$ cat src/rtl/counter_pkg.sv
// Shared constants and Gray-code helpers for the up/down counter.
package counter_pkg;

  localparam int unsigned MAX_W    = 32;
  localparam int unsigned SAT_WRAP = 0;
  localparam int unsigned SAT_HOLD = 1;

  typedef enum logic [2:0] {
    OpHold,
    OpClr,
    OpLoad,
    OpUp,
    OpDown
  } op_e;

  function automatic logic [31:0] b2g(input logic [31:0] b);
    return b ^ (b >> 1);
  endfunction

  function automatic logic [31:0] g2b(input logic [31:0] g);
    logic [31:0] b;
    b[31] = g[31];
    for (int i = 30; i >= 0; i--) begin
      b[i] = b[i+1] ^ g[i];
    end
    return b;
  endfunction

endpackage

$ cat src/rtl/counter_ud_if.sv
// Control/status bundle of counter_ud. count_g exists only with COUNTER_UD_GRAY_EN.
interface counter_ud_if #(
  parameter int unsigned W = 12
);
  logic         clr;
  logic         load;
  logic [W-1:0] load_val;
  logic         inc;
  logic         dec;
  logic [W-1:0] cmp_val;
  logic [W-1:0] count;
`ifdef COUNTER_UD_GRAY_EN
  logic [W-1:0] count_g;
`endif
  logic         match;
  logic         wrap;
  logic         err;

  modport master (
`ifdef COUNTER_UD_GRAY_EN
    input  count_g,
`endif
    output clr, load, load_val, inc, dec, cmp_val,
    input  count, match, wrap, err
  );

  modport slave (
`ifdef COUNTER_UD_GRAY_EN
    output count_g,
`endif
    input  clr, load, load_val, inc, dec, cmp_val,
    output count, match, wrap, err
  );
endinterface

$ cat src/rtl/counter_ud_core.sv
// Next-state and boundary detection for counter_ud; purely combinational.
module counter_ud_core
  import counter_pkg::*;
#(
  parameter int unsigned W   = 12,
  parameter int unsigned SAT = SAT_WRAP
) (
  input  logic [W-1:0] count_i,
  input  logic         clr_i,
  input  logic         load_i,
  input  logic [W-1:0] load_val_i,
  input  logic         inc_i,
  input  logic         dec_i,
  output logic [W-1:0] count_nxt_o,
  output logic         hit_max_o,
  output logic         hit_min_o
);

  op_e          op;
  logic [W-1:0] cnt_max;

  assign cnt_max = '1;

  always_comb begin
    op = OpHold;
    if (clr_i)                op = OpClr;
    else if (load_i)          op = OpLoad;
    else if (inc_i && !dec_i) op = OpUp;
    else if (dec_i && !inc_i) op = OpDown;
  end

  always_comb begin
    count_nxt_o = count_i;
    hit_max_o   = 1'b0;
    hit_min_o   = 1'b0;
    unique case (op)
      OpClr:  count_nxt_o = '0;
      OpLoad: count_nxt_o = load_val_i;
      OpUp: begin
        hit_max_o = (count_i == cnt_max);
        // Saturating mode holds at the boundary; otherwise modulo-2^W wrap.
        if (!(hit_max_o && SAT == SAT_HOLD)) count_nxt_o = count_i + W'(1);
      end
      OpDown: begin
        hit_min_o = (count_i == '0);
        if (!(hit_min_o && SAT == SAT_HOLD)) count_nxt_o = count_i - W'(1);
      end
      default: count_nxt_o = count_i;
    endcase
  end

endmodule

$ cat src/rtl/counter_ud.sv
// Up/down counter with compare match, wrap pulse and sticky error.
// Optional Gray-coded count output enabled by COUNTER_UD_GRAY_EN.
module counter_ud
  import counter_pkg::*;
#(
  parameter int unsigned W   = 12,
  parameter int unsigned SAT = SAT_WRAP
) (
  input logic         clock,
  input logic         reset_n,
  counter_ud_if.slave bus_io
);

  logic [W-1:0] count_d, count_q;
  logic         match_d, match_q;
  logic         wrap_d, wrap_q;
  logic         err_d, err_q;
  logic         hit_max, hit_min;

  counter_ud_core #(
    .W   (W),
    .SAT (SAT)
  ) u_core (
    .count_i     (count_q),
    .clr_i       (bus_io.clr),
    .load_i      (bus_io.load),
    .load_val_i  (bus_io.load_val),
    .inc_i       (bus_io.inc),
    .dec_i       (bus_io.dec),
    .count_nxt_o (count_d),
    .hit_max_o   (hit_max),
    .hit_min_o   (hit_min)
  );

  always_comb begin
    wrap_d  = hit_max | hit_min;
    err_d   = bus_io.clr ? 1'b0 : (err_q | wrap_d);
    // Compare against next-state so match lines up with count.
    match_d = (count_d == bus_io.cmp_val);
  end

  always_ff @(posedge clock or negedge reset_n) begin
    if (!reset_n) begin
      count_q <= '0;
      match_q <= 1'b0;
      wrap_q  <= 1'b0;
      err_q   <= 1'b0;
    end else begin
      count_q <= count_d;
      match_q <= match_d;
      wrap_q  <= wrap_d;
      err_q   <= err_d;
    end
  end

  assign bus_io.count = count_q;
  assign bus_io.match = match_q;
  assign bus_io.wrap  = wrap_q;
  assign bus_io.err   = err_q;

`ifdef COUNTER_UD_GRAY_EN
  logic [W-1:0] count_g_d, count_g_q;

  assign count_g_d = W'(b2g(32'(count_d)));

  always_ff @(posedge clock or negedge reset_n) begin
    if (!reset_n) count_g_q <= '0;
    else          count_g_q <= count_g_d;
  end

  assign bus_io.count_g = count_g_q;
`endif

endmodule

$ cat src/flat_wrapper.sv
// flat-port wrapper written by rule: the top's interface ports become plain ports
module counter_ud_flat import counter_pkg::*;
#(
  parameter int unsigned W   = 12,
  parameter int unsigned SAT = SAT_WRAP
)
  (clock, reset_n, bus_io_clr, bus_io_load, bus_io_load_val, bus_io_inc, bus_io_dec, bus_io_cmp_val, bus_io_count, bus_io_match, bus_io_wrap, bus_io_err);
  counter_ud_if #(.W(W)) bus_io_i ();
  input logic clock;
  input logic reset_n;
  input wire logic [$bits(bus_io_i.clr)-1:0] bus_io_clr;
  input wire logic [$bits(bus_io_i.load)-1:0] bus_io_load;
  input wire logic [$bits(bus_io_i.load_val)-1:0] bus_io_load_val;
  input wire logic [$bits(bus_io_i.inc)-1:0] bus_io_inc;
  input wire logic [$bits(bus_io_i.dec)-1:0] bus_io_dec;
  input wire logic [$bits(bus_io_i.cmp_val)-1:0] bus_io_cmp_val;
  output wire logic [$bits(bus_io_i.count)-1:0] bus_io_count;
  output wire logic [$bits(bus_io_i.match)-1:0] bus_io_match;
  output wire logic [$bits(bus_io_i.wrap)-1:0] bus_io_wrap;
  output wire logic [$bits(bus_io_i.err)-1:0] bus_io_err;
  assign bus_io_i.clr = bus_io_clr;
  assign bus_io_i.load = bus_io_load;
  assign bus_io_i.load_val = bus_io_load_val;
  assign bus_io_i.inc = bus_io_inc;
  assign bus_io_i.dec = bus_io_dec;
  assign bus_io_i.cmp_val = bus_io_cmp_val;
  assign bus_io_count = bus_io_i.count;
  assign bus_io_match = bus_io_i.match;
  assign bus_io_wrap = bus_io_i.wrap;
  assign bus_io_err = bus_io_i.err;
  counter_ud #(.W(W), .SAT(SAT)) u_core (.clock(clock), .reset_n(reset_n), .bus_io(bus_io_i));
endmodule
$ cat config.mk
export PLATFORM = sky130hd
export DESIGN_NAME = counter_ud_flat
export DESIGN_NICKNAME = d
export VERILOG_FILES = /design/src/rtl/counter_pkg.sv /design/src/rtl/counter_ud_if.sv /design/src/rtl/counter_ud_core.sv /design/src/rtl/counter_ud.sv /design/src/flat_wrapper.sv
export SDC_FILE = /design/constraint.sdc
export NUM_CORES = 1
export LEC_CHECK = 0
export ABC_AREA = 0
export ABC_CLOCK_PERIOD_IN_PS = 4500
export CAP_MARGIN = 20
export CORE_MARGIN = 5
export CORE_UTILIZATION = 47
export CTS_CLUSTER_DIAMETER = 200
export CTS_CLUSTER_SIZE = 20
export DETAILED_ROUTE_END_ITERATION = 6
export GPL_TIMING_DRIVEN = 0
export PLACE_DENSITY_LB_ADDON = 0.25
export SLEW_MARGIN = 20
export SYNTH_ARGS = -nofsm -noshare
export SYNTH_HDL_FRONTEND = slang
export SYNTH_SLANG_ARGS = --single-unit
$ cat constraint.sdc
create_clock -name clock -period 4.5 [get_ports clock]
set_input_delay 1.35 -clock clock [delete_from_list [all_inputs] [get_ports clock]]
set_output_delay 1.35 -clock clock [all_outputs]
set_load 0.1 [all_outputs]
==> flow_summary.json <==
{
  "finalSetupTns_ns": 0,
  "fin_hold_ws_ns": 0.502,
  "die_area_mm2": 0.00516,
  "p_seq_share_pct": 29.9,
  "io_pins": 45,
  "rsz0062_at_grt": "no",
  "synth_top_family_by_area": "compound AO/OA/AOI/OAI gates",
  "status": "complete, no violations",
  "antenna_found_initial": 0,
  "cts_tree": "done",
  "placed_cell_area_mm2": 0.00228,
  "cpMostUsedCell": "a221oi_2",
  "irDropWorstVdd_uv": 133,
  "globalplace.congestion": 0.913,
  "final_util_pct": 64.1,
  "cp_max_fo": 10,
  "r2r_slack_ns": 1.48,
  "swShare_pct": 43.2,
  "endpoint_kind": "flop",
  "reg2reg_to": "u_core.bus_io.match$_DFF_PN0_",
  "synthArstFlopShare_pct": 100,
  "startpoint": "bus_io_load",
  "design.core.area_mm2": 0.00369,
  "cap_violations": 0,
  "arrival_ns": 4.38,
  "final_net_count": 316,
  "tightest_slew_ns": 0.979,
  "max_stage_delay_ns": 0.34,
  "powerDensity_mw_per_mm2": 226,
  "critical_path_required_ns": 4.69,
  "drt-total-wl_mm": 5.38,
  "area_growth_pct": 31.5,
  "holdPathStages": 2,
  "ys_ff_latch": 15,
  "gr-total-overflow": 0,
  "cts_buffer_depth": 2,
  "hp-class": "flop to flop",
  "maxSlewViolCount": 0,
  "ant_nets": 0,
  "clk_latency_ns": 0.25,
  "fin_crit_ns": 4.19,
  "p_sw_w": 0.000230,
  "htree_num_levels": 1,
  "yosys.area_share.simple_pct": 26.3,
  "portBuffers": 42,
  "grt_max_degree": 16,
  "clock-sinks": 15,
  "p_total_w": 0.000533,
  "drt_iter0_markers": 115,
  "synth_ff_type": "dfrtp_1",
  "synthMuxAreaShare_pct": 1.67,
  "num_rows": 22,
  "p_leak_nw": 1.02,
  "grt_pass1_wl_mm": 8.38,
  "cts_buffers": 3,
  "fin_area_mm2": 0.00236,
  "fp.dieW_um": 71.8,
  "fmax_ghz": 0.239,
  "avgRoutedWirePerCell_um": 16.7,
  "dp_hpwl_mm": 4.09,
  "cp_top_family": "simple AND/OR/NAND/NOR gates",
  "path_clk_slew_ns": 0.06,
  "clkPwrFrac_pct": 20.8,
  "post-route-period-util_pct": 93.2,
  "ys_types": 57,
  "grt_usage_pct": 20.7,
  "synth-edff-count": 0,
  "synth_nets": 267,
  "hold_viol": 0,
  "internal_power_w": 0.000303,
  "setup_violations": 0,
  "grt_pass1_vias": 1753,
  "syn_area_mm2": 0.00180,
  "crit_path_end": "u_core.bus_io.match$_DFF_PN0_",
  "hold_start": "u_core.bus_io.err$_DFF_PN0_",
  "ys_warn_count": 0,
  "yosys.area_share.xor_xnor_pct": 8.08,
  "path_depth": 14,
  "routed_via_density": 6.00,
  "synth-compound-area-share_pct": 28.0,
  "syn_inst": 226,
  "drive_above_1_share_pct": 10.9,
  "final_cell_mix": "clkdlybuf4s50_1, nor2_1, a21oi_1, nand2_1",
  "start_util_pct": 48.7,
  "startpoint_type": "input port",
  "synthAdderAreaFrac_pct": 8.08,
  "yosysSeqAreaShare_pct": 20.9,
  "root_buffer": "clkbuf_8",
  "ff2ff_path_depth": 10,
  "avgSynthCellArea_um2": 7.95,
  "share_comb_of_total_power_pct": 49.3,
  "worstSetupPathType": "input port to flop",
  "drc": 0,
  "skew_ns": 0.000891,
  "path_cells": "clkbuf_8 -> nor2_2 -> nand2_2 -> clkinvlp_4 -> ha_1 -> buf_6 -> a21o_1 -> a221oi_2 -> o211ai_1 -> a221oi_2 -> o211ai_2 -> nor4_2 -> nand4_1 -> and4b_1",
  "num_antenna_cells": 0,
  "r2r_start": "u_core.bus_io.count[0]$_DFF_PN0_",
  "max_slew_margin_pct": 34.6,
  "fill_cells": 333,
  "die_h_um": 71.8,
  "crit_buf_inv": 3,
  "drtPass1Iterations": 5,
  "critPathSlowestCell": "a221oi_2",
  "vias": 1932,
  "final_common_cell": "clkdlybuf4s50_1"
}
[power groups by stage]
stage | Sequential (W) | Combinational, W | Clock (W)
CTS | 0.000159 | 0.000258 | 0.000114
finish | 0.000160 | 0.000263 | 0.000111
global route | 0.000160 | 0.000279 | 0.000120
detailed placement | 0.000162 | 0.000253 | 0
global placement | 0.000162 | 0.000252 | 0
floorplan | 0.000220 | 0.000115 | 0
[sequential cells by signal (all words and copies together), names as in the netlist]
register             cells
u_core.bus_io.count     12
u_core.bus_io.match      1
u_core.bus_io.err        1
u_core.bus_io.wrap       1
[worst min path at each step]
stage                             endpoint
2_1_floorplan  u_core.bus_io.err$_DFF_PN0_
3_3_place_gp   u_core.bus_io.err$_DFF_PN0_
3_5_place_dp   u_core.bus_io.err$_DFF_PN0_
4_1_cts        u_core.bus_io.err$_DFF_PN0_
5_1_grt        u_core.bus_io.err$_DFF_PN0_
6_report       u_core.bus_io.err$_DFF_PN0_
[per-layer routing]
layer  wire, µm  vias up  GRT usage (%)
met5          0        -              0
met3        299       11           1.26
met4        118        0           8.77
li1           -      933              -
met1       2350      909           27.1
met2       2610       79           34.9
[per-stage QoR]
stage,setup WS [ns],instances
final,0.307,322
after global routing,0.136,322
after global placement,-0.321,316
after floorplan,0.392,226
after CTS,0.0627,322
after detailed placement,-0.404,316
[worst reg2reg max path: cells and delay by family, from the launching register on]
| family | cells | cell delay (ns) |
|---|---|---|
| simple gates | 4 | 1.01 |
| buf+inv | 1 | 0.14 |
| compound gates | 3 | 0.50 |
| flops | 1 | 0.50 |
| fa+ha+maj | 1 | 0.46 |
| xor+xnor | 1 | 0.35 |
[cell families (layout without fill, tap and decap cells)]
family,count (synthesis),count (layout)
xor gates and xnor gates,14,14
and+or+nand+nor,91,91
AOI/OAI and AO/OA,68,68
buffers and inverters,24,72
muxes,3,3
adders and majority gates,11,11
DFF,15,15
[cells in the mapped netlist, drive strengths merged, types with 4 or more instances]
| master | count | area (µm²) |
|---|---|---|
| nor2b | 4 | 25.0 |
| inv | 16 | 60.1 |
| nand3 | 5 | 25.0 |
| o21ai | 10 | 50.0 |
| xnor2 | 11 | 119 |
| nor2 | 25 | 93.8 |
| ha | 10 | 125 |
| o31ai | 6 | 55.1 |
| a21oi | 20 | 100 |
| nor4 | 7 | 58.8 |
| nand2 | 21 | 78.8 |
| nor3 | 5 | 30.0 |
| o211ai | 4 | 35.0 |
| dfrtp | 15 | 375 |
| clkbuf | 5 | 38.8 |
| nand2b | 5 | 31.3 |
| nand4 | 6 | 37.5 |
[what timing repair did]
item / CTS / global route
pin swaps: 1 / 1
hold buffers: 0 / 0
resized for setup: 3 / 5
buffers inserted: 1 / 0
cloned: 1 / 0
endpoints found under the setup margin: 1 / 1
[layout make-up]
cell class              count  area, µm²  area share, %
repair inverters            1       5.00          0.212
flip-flops and latches     15        375           15.9
well taps                  48       60.1           2.54
plain buffers               8       66.3           2.81
inverters                  16       63.8           2.70
multi-input cells         187       1310           55.6
clock buffers               3       41.3           1.75
clock inverters             1       5.00          0.212
repair buffers             43        433           18.3
No activity file was read; power rests on OpenSTA's default activity.
